==> src/rtl/fetch_pc_unit_pkg.sv <==
// rtl/fetch_pc_unit_pkg.sv - shared fetch-stage encodings, constants and FSM state type
package fetch_pc_unit_pkg;

  localparam logic [1:0] PC_PLUS4  = 2'b00;
  localparam logic [1:0] PC_BRANCH = 2'b01;
  localparam logic [1:0] PC_JALR   = 2'b10;
  localparam logic [1:0] PC_ZERO   = 2'b11;

  localparam logic [31:0] NOP_INSTR = 32'h0000_0013;

  typedef enum logic {
    S_REQ  = 1'b0,
    S_WAIT = 1'b1
  } fetch_state_t;

endpackage

==> src/rtl/next_pc_mux.sv <==
// rtl/next_pc_mux.sv - selects the next program counter from the EX pcSel code
module next_pc_mux
  import fetch_pc_unit_pkg::*;
#(
  parameter int XLEN = 32
) (
  input  logic [1:0]      sel,
  input  logic [XLEN-1:0] pc_plus4,
  input  logic [XLEN-1:0] branch_target,
  input  logic [XLEN-1:0] jalr_target,
  output logic [XLEN-1:0] next_pc
);

  // JALR targets have bit 0 cleared before they become the PC
  always_comb begin
    next_pc = pc_plus4;
    case (sel)
      PC_BRANCH: next_pc = branch_target;
      PC_JALR:   next_pc = jalr_target & ~XLEN'(1);
      PC_ZERO:   next_pc = '0;
      default:   next_pc = pc_plus4;
    endcase
  end

endmodule

==> src/rtl/fetch_pc_unit.sv <==
// rtl/fetch_pc_unit.sv - IF stage: PC ownership, single-outstanding imem fetch, IF/ID register
module fetch_pc_unit
  import fetch_pc_unit_pkg::*;
#(
  parameter int              XLEN     = 32,
  parameter logic [XLEN-1:0] RESET_PC = '0
) (
  input  logic            clk,
  input  logic            rst_n,
  input  logic [1:0]      pcSel,
  input  logic [XLEN-1:0] branchTarget,
  input  logic [XLEN-1:0] jalrTarget,
  input  logic            stall,
  output logic            imem_req,
  output logic [XLEN-1:0] imem_addr,
  input  logic            imem_gnt,
  input  logic            imem_rvalid,
  input  logic [31:0]     imem_rdata,
  output logic            ifid_valid,
  output logic [XLEN-1:0] ifid_pc,
  output logic [XLEN-1:0] ifid_pc4,
  output logic [31:0]     ifid_instr
);

  fetch_state_t    state, state_next;
  logic [XLEN-1:0] pc, pc_plus4, mux_pc, fetch_pc, hold_pc;
  logic [31:0]     hold_instr;
  logic            kill, hold_valid;
  logic            redirect, deliver, issue;

  assign redirect  = (pcSel != PC_PLUS4);
  assign pc_plus4  = pc + XLEN'(4);
  assign imem_addr = {pc[XLEN-1:2], 2'b00};
  assign issue     = imem_req && imem_gnt;

  next_pc_mux #(.XLEN(XLEN)) u_next_pc_mux (
    .sel           (pcSel),
    .pc_plus4      (pc_plus4),
    .branch_target (branchTarget),
    .jalr_target   (jalrTarget),
    .next_pc       (mux_pc)
  );

  // Request/next-state logic; a redirect suppresses any request this cycle so
  // the wrong path is never granted, and the hold buffer is always empty in S_WAIT
  always_comb begin
    imem_req   = 1'b0;
    deliver    = 1'b0;
    state_next = state;
    case (state)
      S_REQ: begin
        imem_req = !hold_valid && !redirect;
        if (imem_req && imem_gnt) state_next = S_WAIT;
      end
      S_WAIT: begin
        if (redirect) begin
          // remain waiting for the response that is about to be killed
          if (imem_rvalid) state_next = S_REQ;
        end else if (imem_rvalid) begin
          deliver    = !kill;
          // a killed response leaves the hold buffer empty; a delivered one
          // only leaves it empty when it goes straight into IF/ID
          imem_req   = kill || !stall;
          state_next = (imem_req && imem_gnt) ? S_WAIT : S_REQ;
        end
      end
      default: state_next = S_REQ;
    endcase
    imem_req = imem_req && rst_n;
  end

  // FSM state, program counter, address of the outstanding fetch and kill flag
  always_ff @(posedge clk or negedge rst_n) begin
    if (!rst_n) begin
      state    <= S_REQ;
      pc       <= RESET_PC;
      fetch_pc <= '0;
      kill     <= 1'b0;
    end else begin
      state <= state_next;
      if (redirect || issue) pc <= mux_pc;
      if (issue) fetch_pc <= pc;
      if (state == S_WAIT && imem_rvalid) kill <= 1'b0;
      else if (state == S_WAIT && redirect) kill <= 1'b1;
    end
  end

  // One-entry hold buffer catching a response that arrives while IF/ID is stalled
  always_ff @(posedge clk or negedge rst_n) begin
    if (!rst_n) begin
      hold_valid <= 1'b0;
      hold_pc    <= '0;
      hold_instr <= NOP_INSTR;
    end else if (redirect) begin
      hold_valid <= 1'b0;
    end else if (deliver && stall) begin
      hold_valid <= 1'b1;
      hold_pc    <= fetch_pc;
      hold_instr <= imem_rdata;
    end else if (!stall) begin
      hold_valid <= 1'b0;
    end
  end

  // IF/ID register: flush on redirect, hold on stall, else hold buffer > response > bubble
  always_ff @(posedge clk or negedge rst_n) begin
    if (!rst_n) begin
      ifid_valid <= 1'b0;
      ifid_pc    <= '0;
      ifid_pc4   <= '0;
      ifid_instr <= NOP_INSTR;
    end else if (redirect) begin
      ifid_valid <= 1'b0;
      ifid_instr <= NOP_INSTR;
    end else if (!stall) begin
      if (hold_valid) begin
        ifid_valid <= 1'b1;
        ifid_pc    <= hold_pc;
        ifid_pc4   <= hold_pc + XLEN'(4);
        ifid_instr <= hold_instr;
      end else if (deliver) begin
        ifid_valid <= 1'b1;
        ifid_pc    <= fetch_pc;
        ifid_pc4   <= fetch_pc + XLEN'(4);
        ifid_instr <= imem_rdata;
      end else begin
        ifid_valid <= 1'b0;
        ifid_instr <= NOP_INSTR;
      end
    end
  end

endmodule

==> config.mk <==
export PLATFORM = sky130hd
export DESIGN_NAME = fetch_pc_unit
export DESIGN_NICKNAME = d
export VERILOG_FILES = /design/src/rtl/fetch_pc_unit_pkg.sv /design/src/rtl/next_pc_mux.sv /design/src/rtl/fetch_pc_unit.sv
export SDC_FILE = /design/constraint.sdc
export NUM_CORES = 1
export LEC_CHECK = 0
export CAP_MARGIN = 25
export CELL_PAD_IN_SITES_DETAIL_PLACEMENT = 1
export CELL_PAD_IN_SITES_GLOBAL_PLACEMENT = 1
export CORE_MARGIN = 3
export CORE_UTILIZATION = 40
export CTS_BUF_LIST = sky130_fd_sc_hd__clkbuf_4 sky130_fd_sc_hd__clkbuf_8 sky130_fd_sc_hd__clkbuf_16
export DETAILED_ROUTE_END_ITERATION = 16
export PLACE_DENSITY = 0.82
export SLEW_MARGIN = 0
export SYNTH_ARGS = -nofsm -noshare
export SYNTH_HDL_FRONTEND = slang
export SYNTH_HIERARCHICAL = 1
export SYNTH_SLANG_ARGS = --single-unit
==> constraint.sdc <==
create_clock -name clk -period 3.31 [get_ports clk]
set_input_delay 0.331 -clock clk [delete_from_list [all_inputs] [get_ports clk]]
set_output_delay 0.331 -clock clk [all_outputs]
set_load 0.02 [all_outputs]
Word level (Yosys, flattened, before mapping)
Index checks and enable logic that the tools add are counted.
- logic and storage cells: 71
- flip-flop bits (word level): 228
- memories: 0
- output and inout port bits: 130
- memory bits (read-only): 0
- input port bits: 103
- RAM bits: 0
- bits in latches: 0
- add/subtract/negate cells: 3
- divide/modulo/power cells: 0
- equal/unequal tests: 5
- $lt $le $gt $ge: 0
- reduce and logical (&&, ||, !) cells: 19
- multiply operators: 0
- shift operators: 0
- bitwise operators: 3
- muxes and demuxes: 30
- operators with widths (cell ; number):
    32-bit two-way mux ; 8
    32-bit by 3-bit adder with 32-bit output (second input constant) ; 3
    32-bit case mux with 3 select lines ; 1
    1-bit two-way mux ; 19
    1-bit logical AND ; 8
    2-bit nonzero test ; 3
    2-bit == test (second input constant) ; 2
    1-bit zero test ; 4
    1-bit case mux with 2 select lines ; 2
    3-bit by 1-bit inequality test with 1-bit output (second input constant) ; 1
    1-bit NOT ; 3
    3-bit AND reduction ; 1
    2-bit by 1-bit == test with 1-bit output (second input constant) ; 1
    1-bit logical OR ; 2
    2-bit by 1-bit inequality test with 1-bit output (second input constant) ; 1
    2-bit AND reduction ; 1

Longest topological paths before layout
- word-level depth: 8
- mapped depth: 12
- depth with buffers taken out: 8

Hierarchy
Netlist, hierarchy kept.
- modules (own cells, without submodules) (module ; cells each ; times used ; area an instance (um^2) ; sequential area each (um^2)):
    fetch_pc_unit ; 958 ; 1 ; 10799.1 ; 5662.9
    next_pc_mux ; 76 ; 1 ; 719.4 ; 0.0

Least setup slack after synthesis
No wires, ideal clock.
- path type: register to register
- start: register hold_valid
- end: register ifid_pc4[8]
- clock period less this slack: 2620 ps
- path buffers: 5
- path slack: 690 ps
- stages on the path, launching flop included: 13
- arrival time: 2485 ps
- setup time: 135 ps
- required time: 3175 ps
- cells stage by stage: dfrtp_1 -> buf_6 -> buf_12 -> buf_2 -> buf_2 -> mux2_2 -> ha_1 -> nand4b_1 -> a21oi_1 -> buf_2 -> a21o_1 -> a32oi_1 -> o21ai_0
- longest elaborated chain between the ends: 2
- elaborated cells between the ends (all ways): 3
- classes of those cells: mux: 1; reduce/logical: 2
- RTL lines (element ; line ; source):
    start, declared ; fetch_pc_unit.sv:28 ; logic kill, hold_valid;
    start signal, assigned ; fetch_pc_unit.sv:91 ; hold_valid <= 1'b0;
    start signal, assigned ; fetch_pc_unit.sv:95 ; hold_valid <= 1'b0;
    start signal, assigned ; fetch_pc_unit.sv:97 ; hold_valid <= 1'b1;
    2-bit nonzero test (no source line) ; - ;
    3-bit AND reduction (no source line) ; - ;
    end signal, assigned ; fetch_pc_unit.sv:119 ; ifid_pc4 <= hold_pc + XLEN'(4);
    end signal, assigned ; fetch_pc_unit.sv:124 ; ifid_pc4 <= fetch_pc + XLEN'(4);
    end, declared ; fetch_pc_unit.sv:21 ; output logic [XLEN-1:0] ifid_pc4,
Parallel ways exist; a longest one is shown, timed or not.
A chain may end at the register's enable or synchronous reset.

Worst setup path in the final report
- start: register hold_valid
- end: output port imem_req
- longest elaborated chain between the ends: 4
- RTL lines (element ; line ; source):
    1-bit zero test ; fetch_pc_unit.sv:52 ; imem_req = !hold_valid && !redirect;
    1-bit logical AND ; fetch_pc_unit.sv:52 ;
    1-bit case mux with 2 select lines ; fetch_pc_unit.sv:50 ; case (state)
    1-bit logical AND ; fetch_pc_unit.sv:69 ; imem_req = imem_req && rst_n;
    end, declared ; fetch_pc_unit.sv:14 ; output logic imem_req,
No other way between the ends.

==> results.toml <==
[status]
status = "finished clean"

[grt]
grt_max_degree = 115
grt-ovfl-total = 0
antenna_found_initial = 2
grt_first_pass_wirelength_microns = 52000
grt_pass1_vias = 9181
grt.total_usage = 0.208

[sta]
setup_viol = 0
fmax_ghz = 0.323
finalSetupTns_ps = 0
max_slew_margin = 0.411
hold_slack_ps = 270
worstMarginPinSlew_ps = 883
fin_crit_sh = 0.936
skew_ps = 9.97
grt_setup_unrepaired = "no"
fin_ws_ps = 212
hold_viol = 0
fin_crit_ps = 3100
finalMaxSlewViolations = 0

[synth]
syn_area_sq_um = 11500
async_flop_share = 1.00
ys_seq_area_frac = 0.492
synthCells = 1034
synth_warnings = 6
ys.flop_type = "dfrtp_1"
syn_area_per_cell_sq_um = 11.1
synth_cell_types = 60
ys_ff_latch = 226
synth_edf_count = 0

[final_layout]
syn_to_final_growth_pct = 27.5
multi_input_area_sq_um = 5230
post-route-util = 0.523
nets = 1315
fillCellCount = 3043
drive_above_1_share = 0.175
final_cell_mix = "clkdlybuf4s50_1 (227), dfrtp_1 (219), nand2_1 (144)"
fin_cells = 1606
final_common_cell = "clkdlybuf4s50_1"
seqCellArea_sq_um = 5670

[clock_tree]
cts.root.buffer_cell = "clkbuf_16"
cts_resized = 0
clock_sinks = 226
cts_buffers = 25
h-tree-depth = 1
worstSkewPairLatency_ps = 520
cts_buffer_depth = 3
cts_tree = "done"
path_clk_slew_ps = 60

[detailed_routing]
via_per_inst = 5.42
drt-pass1-iter-count = 4
drt-wirelength-per-cell_microns = 20.4
routed_wl_microns = 32700
vias = 8698
final_antenna_net_count = 0
first_iter_violations = 544
drcViolationCount = 0

[placed_design]
place_inst = 1560
gp_congestion = 0.813
dpl.hpwl_microns = 22900
dp_slack_ps = 416
io_buffers = 229

[power_and_ir_drop]
ir_worst_vdd_uv = 308
p_per_area_nw_per_um2 = 567
p_switching_w = 0.00246
p_seq_frac = 0.447
sw_frac_of_total = 0.295
power_frac_comb = 0.211
power_leakage_nw = 6.32
p_int_w = 0.00587
clkPwrFrac = 0.342

[setup_path]
r2r_cells = 7
cp.arrival_ps = 2770
critPathLaunchType = "flip-flop"
ff2ff_setup_slack_ps = 350
worstPathRequired_ps = 2980
worstSetupStartpoint = "hold_valid"
worstSetupPathType = "flip-flop to output pin"
endpoint = "imem_req"
cp-end-kind = "output pin"
timing.rr.end = "ifid_pc4[26]"
crit-reg2reg-launch = "hold_valid"
worstPathMaxFanout = 27

[die]
coreArea_sq_um = 28100
die_area_sq_um = 30900
ios = 233
num_rows = 61
initial_utilization = 0.410
dieHeight_microns = 176
die_x_microns = 176

[flow_run]
drv_cap = 0

[worst_hold_path]
hp-class = "input pin to flip-flop"
-- what timing repair did --
action                                 4_1_cts  5_1_grt
hold buffers                                 1        0
buffers inserted                             0        0
endpoints found under the hold margin       43        0
-- Yosys cell counts, drive strengths merged, types with 16 or more instances --
master / number / share of area
dfrtp: 220 / 0.48
nand2: 145 / 0.047
mux2: 132 / 0.13
o21ai: 77 / 0.033
buf: 69 / 0.044
mux2i: 64 / 0.056
a22o: 31 / 0.024
clkbuf: 31 / 0.010
nand3: 31 / 0.014
o2bb2ai: 31 / 0.024
xnor2: 28 / 0.021
nor2: 22 / 0.0072
nand4: 16 / 0.011
xor2: 16 / 0.012
-- cells by family (layout without fill, tap and decap cells) --
kind of cell | count (synthesis) | count (layout) | share of synthesized area
AOI/OAI and AO/OA | 193 | 193 | 0.118
xor gates and xnor gates | 44 | 44 | 0.0335
adders and majority gates | 2 | 2 | 0.00217
buffers and inverters | 106 | 298 | 0.0564
DFF | 226 | 226 | 0.492
muxes | 196 | 196 | 0.185
other | 1 | 3 | 0.000326
and+or+nand+nor | 266 | 266 | 0.114
-- layer usage --
metal  up-vias  wire (microns)  global-route usage  share of wire
li1       4046               -                   -              -
met1      4386           15100               0.298           0.46
met2       216           15200               0.331           0.47
met3        48            1520              0.0298          0.047
met4         2             793              0.0541          0.024
met5         -              11                   0        0.00034
-- power by group through the flow --
stage,combinational (W),sequential [W],clock [W]
floorplan,0.000926,0.00372,0
CTS,0.00179,0.00371,0.00291
global placement,0.00170,0.00372,0
finish,0.00176,0.00372,0.00285
global route,0.00191,0.00378,0.00305
detailed placement,0.00177,0.00376,0
-- per-stage QoR --
stage / power [W] / instance area [sq um]
after floorplan: 0.00465 / 11500
after global placement: 0.00542 / 13800
after detailed placement: 0.00553 / 13800
after CTS: 0.00841 / 14700
after global routing: 0.00875 / 14700
final: 0.00833 / 14700
-- area by class of cell --
| class | count | share of cell area |
|---|---|---|
| Sequential cell | 226 | 0.386 |
| Multi-Input combinational cell | 703 | 0.356 |
| Timing Repair Buffer | 248 | 0.167 |
| Clock buffer | 39 | 0.0527 |
| Tap cell | 378 | 0.0322 |
| Clock inverter | 5 | 0.00511 |
| Inverter | 6 | 0.00153 |
| Antenna cell | 1 | 0.000170 |
-- registers in the layout, summed over array words and instances, names as in the netlist --
register and count:
fetch_pc 32, kill 1, ifid_instr 32, ifid_pc 32
hold_pc 32, pc 32, hold_instr 32, ifid_valid 1
hold_valid 1, state 1, ifid_pc4 30
-- worst min-delay path by stage --
stage                     cells after the start  slack, ps     start             end
after floorplan                               0         40     rst_n     fetch_pc[0]
after detailed placement                      1        270     rst_n  ifid_instr[26]
after CTS                                     3        240  pcSel[0]           state
after global placement                        1        270     rst_n  ifid_instr[26]
final                                         3        270  pcSel[0]           state
after global routing                          3        260  pcSel[0]           state
-- worst max-delay path, stage by stage, from the launching register on --
cell             delay (ps)
dfrtp_4                 640
nor4_1                  480
a41oi_1                  80
nor2b_1                 330
clkdlybuf4s50_1         730
Note: power is estimated with default switching activity, not from simulation.
